===== config.mk =====
export PLATFORM = sky130hd
export DESIGN_NAME = ballot_unit
export DESIGN_NICKNAME = d
export VERILOG_FILES = /design/src/rtl/ballot_unit.sv
export SDC_FILE = /design/constraint.sdc
export NUM_CORES = 1
export LEC_CHECK = 0
export CAP_MARGIN = 25
export CORE_UTILIZATION = 40
export CTS_CLUSTER_DIAMETER = 120
export DETAILED_ROUTE_END_ITERATION = 10
export DONT_BUFFER_PORTS = 1
export PLACE_DENSITY = 0.63
export SYNTH_ARGS = -nofsm -noshare
export SYNTH_HDL_FRONTEND = slang
export SYNTH_SLANG_ARGS = --single-unit

===== constraint.sdc =====
create_clock -name clk -period 2.15 [get_ports clk]
set_clock_uncertainty 0.2 [all_clocks]
set_input_delay 0.43 -clock clk [delete_from_list [all_inputs] [get_ports clk]]
set_output_delay 0.43 -clock clk [all_outputs]
set_load 0.02 [all_outputs]

===== src/rtl/ballot_unit.sv =====
// ballot_unit: voter-side ballot unit arming one clean candidate code per ballot.
`timescale 1ns/1ps
module ballot_unit #(
  parameter int NUM_CAND = 15,
  parameter int HOLD_CYC = 2,
  parameter int TIMEOUT  = 64
) (
  input  logic                clk,
  input  logic                Power,
  input  logic                Ballot,
  input  logic                Lock,
  input  logic                Clear,
  input  logic [NUM_CAND-1:0] Key,
  output logic [3:0]          IN,
  output logic                Ready,
  output logic                Invalid,
  output logic                Tout,
  output logic [11:0]         Sent_cnt
);
  localparam int TW = $clog2(TIMEOUT);
  localparam int HW = (HOLD_CYC > 1) ? $clog2(HOLD_CYC) : 1;
  typedef enum logic [2:0] {IDLE, ARMED, WAIT_KEY, SEND, GAP} state_t;
  state_t state_q, state_d;
  logic [TW-1:0] timer_q, timer_d;
  logic [HW-1:0] hold_q, hold_d;
  logic [3:0] in_q, in_d, code;
  logic ready_q, ready_d, invalid_q, invalid_d, tout_q, tout_d, ballot_prev_q;
  logic [11:0] sent_q, sent_d;
  logic any_key, one_hot, ballot_ev, sent_inc, timer_end;
  always_comb begin
    code = '0;
    for (int i = 0; i < NUM_CAND; i++)
      if (Key[i]) code = 4'(i + 1);
  end
  assign any_key   = |Key;
  assign one_hot   = any_key && ((Key & (Key - NUM_CAND'(1))) == '0);
  assign ballot_ev = Ballot && !ballot_prev_q;
  assign timer_end = timer_q == TW'(TIMEOUT - 1);
  always_comb begin
    state_d   = state_q;
    timer_d   = timer_q;
    hold_d    = hold_q;
    in_d      = in_q;
    invalid_d = 1'b0;
    tout_d    = 1'b0;
    sent_inc  = 1'b0;
    case (state_q)
      IDLE: begin
        in_d    = '0;
        timer_d = '0;
        if (ballot_ev && !Lock) state_d = ARMED;
      end
      ARMED: state_d = Lock ? IDLE : (!any_key ? WAIT_KEY : ARMED);
      WAIT_KEY: begin
        // Saturating so an Invalid retry never wraps the ballot's time budget.
        timer_d = timer_end ? timer_q : timer_q + 1'b1;
        if (Lock) state_d = IDLE;
        else if (one_hot) begin
          state_d = SEND;
          in_d    = code;
          hold_d  = '0;
        end else if (any_key) begin
          state_d   = ARMED;
          invalid_d = 1'b1;
        end else if (timer_end) begin
          state_d = IDLE;
          tout_d  = 1'b1;
        end
      end
      SEND: begin
        if (hold_q == HW'(HOLD_CYC - 1)) begin
          state_d  = GAP;
          in_d     = '0;
          sent_inc = 1'b1;
        end else hold_d = hold_q + 1'b1;
      end
      GAP: state_d = any_key ? GAP : IDLE;
      default: state_d = IDLE;
    endcase
    ready_d = state_d == WAIT_KEY;
    sent_d  = Clear ? '0 : (sent_inc && sent_q != '1) ? sent_q + 12'd1 : sent_q;
  end
  always_ff @(posedge clk) begin
    if (!Power) begin
      state_q       <= IDLE;
      timer_q       <= '0;
      hold_q        <= '0;
      in_q          <= '0;
      ready_q       <= 1'b0;
      invalid_q     <= 1'b0;
      tout_q        <= 1'b0;
      sent_q        <= '0;
      ballot_prev_q <= 1'b1;
    end else begin
      state_q       <= state_d;
      timer_q       <= timer_d;
      hold_q        <= hold_d;
      in_q          <= in_d;
      ready_q       <= ready_d;
      invalid_q     <= invalid_d;
      tout_q        <= tout_d;
      sent_q        <= sent_d;
      ballot_prev_q <= Ballot;
    end
  end
  assign IN       = in_q;
  assign Ready    = ready_q;
  assign Invalid  = invalid_q;
  assign Tout     = tout_q;
  assign Sent_cnt = sent_q;
endmodule


# --- Word-level counts from Yosys, hierarchy flattened ---
# Index checks and enable logic that the tools add are counted.
totals:
  output_inout_bits: 19
  regBits: 30
  word_cells: 84
  in_bits: 20
op_classes:
  n_addsub: 4
  n_mux: 39
  n_bitwise: 3
  n_eq_ne: 11
  reduce_logical: 18
op_table:
  columns: ["op", "count"]
  rows:
  - ["4-bit two-way mux", 16]
  - ["3-bit two-way mux", 7]
  - ["19-bit OR reduction", 1]
  - ["15-bit bitwise AND", 1]
  - ["15-bit logical NOT", 1]
  - ["3-bit one-hot mux with 5 select lines", 1]
  - ["15-bit OR reduction", 1]
  - ["15-bit by 1-bit subtractor with 15-bit output, second input constant", 1]
  - ["12-bit by 1-bit adder with 12-bit output, second input constant", 1]
  - ["12-bit != test, second input constant", 1]
  - ["4-bit one-hot mux with 3 select lines", 1]
  - ["6-bit one-hot mux with 2 select lines", 1]
  - ["3-bit by 2-bit == test with 1-bit output, second input constant", 3]
  - ["1-bit two-way mux", 8]
  - ["2-bit != test, second input constant", 4]
  - ["6-bit by 1-bit adder with 6-bit output, second input constant", 1]
  - ["6-bit == test, second input constant", 1]
  - ["2-bit two-way mux", 3]
  - ["6-bit two-way mux", 1]
  - ["1-bit logical AND", 4]
  - ["4-bit AND reduction", 1]
  - ["2-bit nonzero test", 2]
  - ["4-bit OR reduction", 1]
  - ["3-bit by 1-bit == test with 1-bit output, second input constant", 1]
  - ["other kinds (10)", 12]

# --- Logic depth before layout (Yosys ltp) ---
# Gate-level depths: netlist of run 1.
logic_depth:
  ltp_word: 18
  mapped_depth: 8
  depth_no_buf: 6

# --- Worst setup path before layout of run 1 ---
# Ideal clock, no wire load.
synth_timing:
  path_kind: "input to register"
  from: "input Key[6]"
  to: "register in_q[0] (netlist: IN[0])"
  setup_ns: 0.117
  path_stages: 6
  path_buffers: 0
  slack_ns: 0.094
  required_ns: 1.833
  t_arrival_ns: 1.739
  path_cell_list: "nor4_4 o21ai_0 a32o_1 o41ai_2 a21boi_1 a22o_1"
synth_between:
  elab_chain_cells: 12
  elab_cells_between_ends: 19
  classes_between: "add/sub (1); eq/ne (1); mux (12); bitwise (1); reduce/logical (4)"
synth_rtl:
  columns: ["element", "line", "source"]
  rows:
  - ["start, declared", "13", "input logic [NUM_CAND-1:0] Key,"]
  - ["parallel branches: the longest is 12 deep, another holds 15-bit by 1-bit subtractor with 15-bit output", null, null]
  - ["end signal, assigned", "98", "in_q <= in_d;"]
  - ["end, declared", "26", "logic [3:0] in_q, in_d, code;"]
# Parallel ways; which one is timed is not known. The select of a mux whose other input is x is not followed.
# A chain may end at the register's enable or synchronous reset.

# --- Worst setup path in the final report of run 1 ---
layout_timing:
  from: "register timer_q[0]"
  to: "register timer_q[5]"
layout_between:
  elab_chain_cells: 3
  elab_cells_between_ends: 6
  classes_between: "add/sub (1); eq/ne (2); mux (2); reduce/logical (1)"
layout_rtl:
  columns: ["element", "line", "source"]
  rows:
  - ["start, declared", "24", "logic [TW-1:0] timer_q, timer_d;"]
  - ["start signal, assigned", "96", "timer_q <= timer_d;"]
  - ["6-bit by 1-bit adder with 6-bit output / 6-bit == test (equally long branches)", "56, 38", null]
  - ["6-bit two-way mux / 2-bit != test (equally long branches)", null, null]
  - ["6-bit one-hot mux with 2 select lines / 2-bit AND reduction (equally long branches)", null, null]
# Several ways; a longest one is shown, not always the timed one. The select of a mux whose other input is x is not followed.

==> qor.yml, run 1 <==
layout:
  area_delta_synth_final_pct: 15.3
  nets: 230
  utilization_pct: 49.6
  regArea_sq_um: 601
  n_antenna_cell: 0
  fillCellCount: 355
  drive_gt1_share_pct: 15.9
  multiInputGateArea_sq_um: 978
  layout_common_cells: "dfxtp_1, nor2_1, buf_4"
logic_synthesis:
  async_flop_share_pct: 0
  avgSynthCellArea_sq_um: 8.67
  synthCells: 187
  synth_top_cells_by_area: "dfxtp_1, xor2_1, nor2_1"
  yosys_warnings: 0
  synth.area.mux_share_pct: 0.617
  synth-compound-area-share_pct: 18.1
  synth_top_cell_by_area: "dfxtp_1"
  syn_area_sq_um: 1620
  yosys.area_share.simple_pct: 31.9
  synthAdderAreaFrac_pct: 1.54
  syn-num-nets: 209
  netlist.area_leader.share_pct: 37.0
  synth_flop_cell: "dfxtp_1"
  synth_edf_count: 0
  seq_area_frac_synth_pct: 37.0
  ys_seq_elements: 30
  synth_top_family_by_area: "simple AND/OR/NAND/NOR gates"
  synth_xor_area_share_pct: 8.10
  synth.distinct_cells: 51
clock_tree:
  clock_latency_ns: 0.28
  clkTransAtPathRegs_ns: 0.06
  numCtsBuffers: 5
  cts-root-buf: "clkbuf_8"
  cts_tree: "built"
  htreeDepth: 2
  clkSinkCount: 30
  postCtsHoldBufs: 0
  cts.path.max_buffers: 2
  post_cts_resized: 0
sta:
  drv_slew: 0
  fmax_ghz: 0.481
  whs_ns: 0.0305
  layout_worst_path_cycle_share_pct: 96.6
  fin_ws_ns: 0.0720
  tightestPinTransition_ns: 0.681
  period_needed_ns: 2.08
  relSlewSlack_pct: 54.2
  setup_viol: 0
  hold_viol_final: 0
  rsz0062_at_grt: "no"
place:
  place_ws_ns: -0.0602
  io_buffers: 0
  gp_routability_congestion: 0.904
  hpwl_mm: 2.61
power:
  vdd_drop_max_v: 0.000366
  p_leak_nw: 0.700
  power.density_nw_per_um2: 549
grt:
  grt_pass1_wl_mm: 6.11
  grt_max_degree: 13
  antenna_found_initial: 0
  grt.overflow.total: 0
  grt_pass1_vias: 1414
  grt_usage_pct: 18.3
setup_path:
  worst_setup_path_end_kind: "flip-flop"
  critPathLaunchType: "flip-flop"
  crit_type: "reg -> reg"
  rrSetupSlack_ns: 0.07
  arrival_ns: 2.09
  cp_data_required_time_ns: 2.16
  cp_max_fo: 3
route:
  firstDrtPassIters: 4
  drc: 0
  dr_wl_met3_um: 204
  drt-initial-drc-count: 128
  top_layer: "met4"
  vias_per_cell: 5.61
  wl_met2_mm: 1.56
  wl_per_cell_um: 13.5
  wl_mm: 3.47
  vias: 1437
  ant_nets: 0
  wl_met1_mm: 1.65
floorplan:
  fp.dieW_um: 65.7
  coreArea_sq_um: 3770
  fp.dieH_um: 65.7
  ios: 39
  die-area_sq_um: 4310
  start_util_pct: 43.0
  fp-row-count: 22
run:
  cap_violations: 0
status:
  outcome: "complete, no violations"
worst_hold_path:
  worst_hold_path_type: "in -> reg"
[state kept, by name (all words and copies together), names as in the netlist]
register / count
hold_q: 1
Ready: 1
IN: 4
state_q: 3
Invalid: 1
ballot_prev_q: 1
Tout: 1
timer_q: 6
Sent_cnt: 12
[path summary, 6_finish.rpt]
check                                     end       start  cells after the start
worst max-delay path               timer_q[5]  timer_q[0]                      6
worst min-delay path            ballot_prev_q       Power                      1
worst max register to register     timer_q[5]  timer_q[0]                      6
worst min register to register     timer_q[5]  timer_q[5]                      2
[final cells by class]
| type | count | area share (%) |
|---|---|---|
| clock buffers | 7 | 4.08 |
| inverters | 5 | 1.00 |
| multi-input cells | 148 | 52.3 |
| flip-flops and latches | 30 | 32.1 |
| well taps | 48 | 3.21 |
| repair buffers | 18 | 7.23 |
[worst max-delay path: stages, from the launching register on]
cell      delay, ns
dfxtp_1        0.33
ha_1           0.23
and3_1         0.20
a311oi_1       0.34
nand4_1        0.20
or3_1          0.35
a21oi_1        0.15
[stage by stage]
stage	setup TNS (ns)	std cells	cell area, sq um	power [W]
after floorplan	0	187	1620	0.000610
after global placement	0	248	1790	0.000619
after detailed placement	-0.196	248	1790	0.000620
after CTS	0	255	1860	0.00104
after global routing	0	256	1870	0.00107
final	0	256	1870	0.00103
[report_power, final]
group | total, W | internal [W] | switching (W) | leakage, nW
Clock | 0.000419 | 0.000222 | 0.000197 | 0.0383
Combinational | 0.0000490 | 0.0000230 | 0.0000260 | 0.420
Sequential | 0.000559 | 0.000557 | 0.00000157 | 0.242
Total | 0.00103 | 0.000803 | 0.000225 | 0.700
[per-layer routing]
metal	vias up	track usage [%]
li1	722	-
met1	668	22.0
met2	40	29.7
met3	7	5.90
met4	0	7.34
met5	-	0
[cells by family (layout without fill, tap and decap cells)]
kind of cell             count (synthesis)  count (layout)
AO/OA/AOI/OAI                           41              41
AND/OR/NAND/NOR                         89              89
adder cells (fa/ha/maj)                  2               2
buffers and inverters                    9              30
flip-flops                              30              30
XOR/XNOR                                15              15
multiplexers                             1               1
[cells in the mapped netlist, types with 2 or more instances]
cell type and instances:
and2_1 2, nor3_1 5, buf_4 2, a21o_1 2, o31ai_1 4, xnor2_1 2, a22o_1 4, and3_1 6
xor2_1 13, ha_1 2, a211oi_1 2, nor4_2 2, dfxtp_1 30, inv_1 5, or2b_1 2, nor2_1 30
nand2b_1 4, a21oi_1 8, nor4_4 2, nand4_1 9, a21boi_0 2, nor2b_1 2, o21ai_0 7, nand3_1 2
nand2_1 11, o2111ai_1 2
[timing repair]
item / in CTS / in global routing
setup endpoints to repair: 0 / 1
setup buffers: 0 / 1
endpoints found under the hold margin: 0 / 0
(Power assumes the default switching activity.)
==> run 2, diff against run 1 <==
--- a/config.mk
+++ b/config.mk
@@ -9,8 +9,7 @@
 export CORE_UTILIZATION = 40
 export CTS_CLUSTER_DIAMETER = 120
 export DETAILED_ROUTE_END_ITERATION = 10
-export DONT_BUFFER_PORTS = 1
-export PLACE_DENSITY = 0.63
+export PLACE_DENSITY = 0.76
 export SYNTH_ARGS = -nofsm -noshare
 export SYNTH_HDL_FRONTEND = slang
 export SYNTH_SLANG_ARGS = --single-unit
==> qor.yml, run 2 (synthesis results as in run 1) <==
route:
  drt-initial-drc-count: 73  # -43%
  wl_per_cell_um: 13.9  # +2.7%
  drc: 0  # unchanged
  ant_nets: 0  # unchanged
  vias_per_cell: 5.41  # -3.6%
  vias: 1704  # +19%
  firstDrtPassIters: 4  # unchanged
  wl_mm: 4.38  # +26%
run:
  cap_violations: 0  # unchanged
sta:
  fin_ws_ns: 0.0222  # -0.0499 ns
  period_needed_ns: 2.13  # +0.0499 ns
  fmax_ghz: 0.470  # -2.3%
  hold_viol_final: 0  # unchanged
  relSlewSlack_pct: 57.0  # +2.8 points
  tightestPinTransition_ns: 0.640  # -0.0415 ns
  rsz0062_at_grt: "yes"
  finalSetupTns_ns: 0  # unchanged
  drv_slew: 0  # unchanged
  layout_worst_path_cycle_share_pct: 99.0  # +2.3 points
  setup_viol: 0  # unchanged
setup_path:
  cp_data_required_time_ns: 2.12  # -0.04 ns
  critPathLaunchType: "primary input"
  slowest_delay_ns: 0.38  # +0.03 ns
  crit_type: "in -> reg"
  cp_cell_sequence: "buf_2 > nor4_4 > buf_4 > o2111ai_2 > a32o_2 > o41ai_4 > a21boi_2 > a22o_1"
  cp_max_fo: 5  # +2
  worst_setup_path_end_kind: "flip-flop"
  arrival_ns: 2.10  # about the same
  cp_slowest_cell: "o41ai_4"
floorplan:
  ios: 39  # unchanged
  coreArea_sq_um: 3770  # unchanged
  start_util_pct: 43.0  # unchanged
  fp.dieH_um: 65.7  # unchanged
  die-area_sq_um: 4310  # unchanged
  fp-row-count: 22  # unchanged
  fp.dieW_um: 65.7  # unchanged
layout:
  drive_gt1_share_pct: 29.2  # +13 points
  layout_commonest_cell: "buf_4"
  layout_common_cells: "buf_4, dfxtp_1, nor2_1"
  utilization_pct: 65.1  # +15 points
  area_delta_synth_final_pct: 51.3
  nets: 288  # +25%
  largest_reg_flops: 12  # unchanged
  n_antenna_cell: 0  # unchanged
grt:
  grt_usage_pct: 21.9  # +3.6 points
  grt_pass1_vias: 1640  # +16%
  antenna_found_initial: 0  # unchanged
  grt_pass1_wl_mm: 7.36  # +21%
  grt.overflow.total: 0  # unchanged
  grt_max_degree: 13  # unchanged
place:
  hpwl_mm: 2.98  # +14%
  gp_routability_congestion: 0.826  # -8.7%
  place_ws_ns: -0.609  # -0.548 ns
  io_buffers: 38  # +38
clock_tree:
  clkTransAtPathRegs_ns: 0.06  # about the same
  clock_latency_ns: 0.28  # about the same
  cts.path.max_buffers: 2  # unchanged
  clkSinkCount: 30  # unchanged
  numCtsBuffers: 5  # unchanged
  cts-root-buf: "clkbuf_8"
  htreeDepth: 2  # unchanged
  cts_tree: "built"
power:
  swShare_pct: 22.8  # +0.94 points
  combPwrFrac_pct: 11.2  # +6.4 points
  p_leak_nw: 0.963  # +38%
  p_sw_w: 0.000286  # +27%
  power.share.clock_pct: 44.3  # +3.5 points
  pwr-share-seq_pct: 44.5  # -9.9 points
  power.density_nw_per_um2: 511  # -7.1%
  vdd_drop_max_v: 0.000358  # -2.2%
  p_int_w: 0.000967  # +20%
worst_hold_path:
  worst_hold_path_type: "reg -> reg"
status:
  outcome: "complete, no violations"
## run 2: area by class of cell
cell class	instances	area (sq um)
timing repair buffer	76	614
fill	301	1320
multi-input combinational	148	1050
inverter	5	18.8
sequential	30	601
clock buffer	5	68.8
clock inverter	3	40.0
tap	48	60.1
## run 2: layer usage
metal | wire (um) | share of wire, % | vias up | global-route usage, %
li1 | - | - | 837 | -
met1 | 2010 | 46 | 822 | 27.3
met2 | 2130 | 49 | 39 | 35.5
met3 | 186 | 4.2 | 6 | 6.25
met4 | 60 | 1.4 | 0 | 7.88
met5 | 0 | 0 | - | 0
## run 2: worst paths after layout
check	startpoint	to	slack, ns	depth (start not counted)
hold reg to reg	IN[2]	IN[2]	0.29	1
setup reg to reg	timer_q[0]	timer_q[5]	0.13	6
setup / recovery	Key[3]	IN[0]	0.02	8
hold / removal	IN[2]	IN[2]	0.29	1
## run 2: through the flow
| stage | power [W] | hold slack [ns] | area (sq um) | std cells |
|---|---|---|---|---|
| final | 0.00125 | 0.285 | 2450 | 315 |
| after detailed placement | 0.000703 | 0.270 | 2260 | 298 |
| after global placement | 0.000702 | 0.270 | 2260 | 298 |
| after CTS | 0.00126 | 0.288 | 2440 | 312 |
| after global routing | 0.00130 | 0.296 | 2450 | 315 |
| after floorplan | 0.000610 | 0.254 | 1620 | 187 |
## run 2: critical path: cells and delay by family
family                 cells  cell delay [ns]
AO/OA/AOI/OAI              5             1.13
buffers and inverters      2             0.31
AND/OR/NAND/NOR            1             0.23
## run 2: repair_timing
action | in CTS | in global routing
setup endpoints to repair | 9 | 7
hold buffers | 0 | 0
pin swaps | 21 | 15
endpoints found under the hold margin | 0 | 0
buffers inserted | 6 | 3
gates resized for setup | 47 | 21
## run 2: power groups by stage
stage | registers [W] | logic (W) | clock network (W)
2_1_floorplan | 0.000570 | 0.0000399 | 0
6_report | 0.000558 | 0.000140 | 0.000555
4_1_cts | 0.000558 | 0.000135 | 0.000562
3_3_place_gp | 0.000570 | 0.000132 | 0
5_1_grt | 0.000557 | 0.000150 | 0.000591
3_5_place_dp | 0.000570 | 0.000133 | 0
==> variant 1, RTL diff (flow settings as in run 2) <==
Change the parameter `TIMEOUT` from 64 to 32.
--- a/src/rtl/ballot_unit.sv
+++ b/src/rtl/ballot_unit.sv
@@ -4,5 +4,5 @@
   parameter int NUM_CAND = 15,
   parameter int HOLD_CYC = 2,
-  parameter int TIMEOUT  = 64
+  parameter int TIMEOUT  = 32
 ) (
   input  logic                clk,
Behaviour: same outputs for any inputs over 10 cycles, from zero or initial values; that may be too few to reach the edited logic, so the function may still have changed.
==> variant 1 against run 2 <==
- synthesized cell count grew 8.6%
- via count fell by 0.12%
- sequential share of layout area shrank 0.79 points
- routed wire length down 9.1%
- sequential cell count decreased by 1
- setup slack gained 0.058 ns
- design area decreased by 0.10%
- utilization decreased by 3.8 points
- critical path depth is 1 higher
- first-iteration DRC count increased by 42%
- die area rose by 2.4%
- power fell by 7.2%
- area after synthesis rose by 2.5%
- critical path type unchanged
- critical endpoint unchanged
- largest power group unchanged
==> variant 1: results (changes against run 2) <==
- Overall routing resource usage: 0.193 (-0.0256)
- Status: finished clean
- Mux contribution to synthesized area: 0.0489 (+0.0428)
- Worst Hold End: IN[1]
- R2R Setup Slk: 0.22 ns (+0.09 ns)
- Hold_ws: 0.276 ns (-0.00978 ns)
- Sequential Power Share: 0.464 (+0.019)
- First-pass GRT wire length: 6430 µm (-13%)
- Metal-1 WL: 1760 µm (-12%)
- Xor/xnor share of the synthesized area: 0.0474 (-0.0336)
- Fillers: 362 (+20%)
- Comb group: 0.133 mW (-5%)
- GRT met1 Usage: 0.223 (-0.0505)
- Detailed Place HPWL: 3130 µm (+5.2%)
- Pwr Density: 474 nW/µm² (-7.1%)
- Actual slew at the worst max-slew pin: 0.463 ns (-0.177 ns)
- Post-synthesis cell count: 203 (+8.6%)
- Compound-Gate Fraction of Synth Area: 0.182 (+0.000902)
- Cell family with most CP delay: buffers and inverters
- Met3 WL: 241 µm (+30%)
- Synth cell types: 47 (-7.8%)
- Hold wc startpoint: IN[1]
- Vias in the first global route: 1,549 (-5.5%)
- Cells taking the most area after synthesis: dfxtp_1, nor2_1, nand2_1
- 1st-iter DRT viols: 104 (+42%)
- Placed cells: 319 (+7.0%)
==> variant 1: worst max path at each step <==
stage,slack (ns),cells past startpoint,to,start
final,0.08,9,IN[0],Key[7]
after global routing,0.003,9,IN[0],Key[7]
after CTS,-0.006,7,IN[0],Key[11]
after detailed placement,-0.47,7,IN[0],Key[6]
after global placement,-0.40,7,IN[3],Key[6]
after floorplan,0.07,7,IN[0],Key[8]
==> variant 1: repair_timing <==
action | CTS | global route
endpoints found under the setup margin | 8 | 10
gates resized for setup | 15 | 12
pin swaps | 6 | 5
cloned | 0 | 0
==> variant 1: final cells by class <==
cell class                      count  area, µm²  share of cell area
Clock inverter                      1       5.00             0.00204
Timing Repair Buffer               71        614               0.251
Clock buffer                        7       96.3              0.0393
Sequential cell                    29        581               0.237
Tap cell                           50       62.6              0.0255
Inverter                            5       18.8             0.00766
Multi-Input combinational cell    164       1070               0.438
==> variant 1: worst min-delay path: stages (launching register included) <==
cell,delay (ns)
dfxtp_1,0.32
nand2_1,0.05
mux2i_1,0.06
==> variant 2, RTL diff (settings of run 2) <==
Without the edit above. Register the input `Key` before use, without a reset. The logic sees it one clock later. The other inputs are not delayed to match.
--- a/src/rtl/ballot_unit.sv
+++ b/src/rtl/ballot_unit.sv
@@ -21,4 +21,11 @@
   localparam int HW = (HOLD_CYC > 1) ? $clog2(HOLD_CYC) : 1;
   typedef enum logic [2:0] {IDLE, ARMED, WAIT_KEY, SEND, GAP} state_t;
+
+  logic [NUM_CAND-1:0] Key_q;
+
+  always_ff @(posedge clk) begin
+    Key_q <= Key;
+  end
+
   state_t state_q, state_d;
   logic [TW-1:0] timer_q, timer_d;
@@ -31,8 +38,8 @@
     code = '0;
     for (int i = 0; i < NUM_CAND; i++)
-      if (Key[i]) code = 4'(i + 1);
+      if (Key_q[i]) code = 4'(i + 1);
   end
-  assign any_key   = |Key;
-  assign one_hot   = any_key && ((Key & (Key - NUM_CAND'(1))) == '0);
+  assign any_key   = |Key_q;
+  assign one_hot   = any_key && ((Key_q & (Key_q - NUM_CAND'(1))) == '0);
   assign ballot_ev = Ballot && !ballot_prev_q;
   assign timer_end = timer_q == TW'(TIMEOUT - 1);
Function: changed (a bounded check fails within 4 cycles, from zero or initial values).
==> variant 2 against run 2 <==
- sequential power up 55%
- sequential cell count up 15
- count of clock-buffer cells in the layout up 1
- register-to-register slack worse by 0.22 ns
- area after synthesis up 18%
- design area up 11%
- worst hold slack worse by 0.0072 ns
- clock power down 10%
- routed wire length down 6.5%
- setup slack worse by 0.11 ns
- power up 19%
- the flow now finishes with violations (design-rule violations, negative setup slack)
==> variant 2: results (changes against run 2) <==
- Area delta synth->final: 41.8%
- Cell family with most CP delay: simple AND/OR/NAND/NOR gates
- Final setup fails: 4 (+4)
- Fillers: 391 (+30%)
- Vias in the first global route: 1,495 (-8.8%)
- Setup ws final: -0.0856 ns (-0.108 ns)
- Mux contribution to synthesized area: 0.0164 (+0.0102)
- Worst EP arrival: 2.24 ns (+0.14 ns)
- Status: finished with violations
- Met3 WL: 215 µm (+16%)
- Pin count of the biggest net entering global routing: 14 (+1)
- CP max stage delay: 0.56 ns (+0.18 ns)
- Synth top cells by count: dfxtp_1, nor2_1, nand2_1, nand3_1, xor2_1
- Final instance area: 2710 µm² (+11%)
- Max IR drop VDD: 0.424 mV (+19%)
- Overall routing resource usage: 0.166 (-0.0534)
- Flip-flop and latch count: 45 (+50%)
- Clk tree area frac: 0.0304 (-0.0139)
- Register area share after synthesis: 0.471 (+0.101)
- Post-Synth Adder-Cell Area: 0.0131 (-0.00235)
- Cells taking the most area after synthesis: dfxtp_1, nor2_1, xor2_1
- Violated checks: design-rule violations, negative setup slack
- Mean area per synthesized cell: 9.24 µm² (+6.6%)
- DP Worst Slack: -0.0847 ns (+0.524 ns)
- Area of the multi-input gates: 1050 µm² (+0.12%)
- DRT Wirelength: 4090 µm (-6.5%)
- # DRC: 1 (+1)
variant 2: cell count changes after synthesis, moves of 4 or more:
cell and delta:
a2111oi_0 +5, a22o_1 -4, and3_1 -5, dfxtp_1 +15
inv_1 +4, nand2_1 +4, nand3_1 +8, nor4_1 +4
variant 2: worst paths after layout:
kind              cells after the start  startpoint  slack [ns]  endpoint
setup / recovery                      7    Key_q[3]       -0.09     IN[2]
hold / removal                        1       IN[3]        0.28     IN[3]
setup reg to reg                      7    Key_q[3]       -0.09     IN[2]
hold reg to reg                       1       IN[3]        0.28     IN[3]
variant 2: report_power, final:
part	leakage [nW]	switching, mW	internal (mW)
combinational	0.584	0.0535	0.0702
clock	0.0450	0.272	0.225
sequential	0.368	0.0158	0.850
total	0.997	0.341	1.15
variant 2: repair_timing:
item | in CTS | in global routing
pin swaps | 1 | 3
hold buffers | 0 | 0
setup endpoints to repair | 4 | 11
setup buffers | 1 | 1
gates resized for setup | 0 | 7
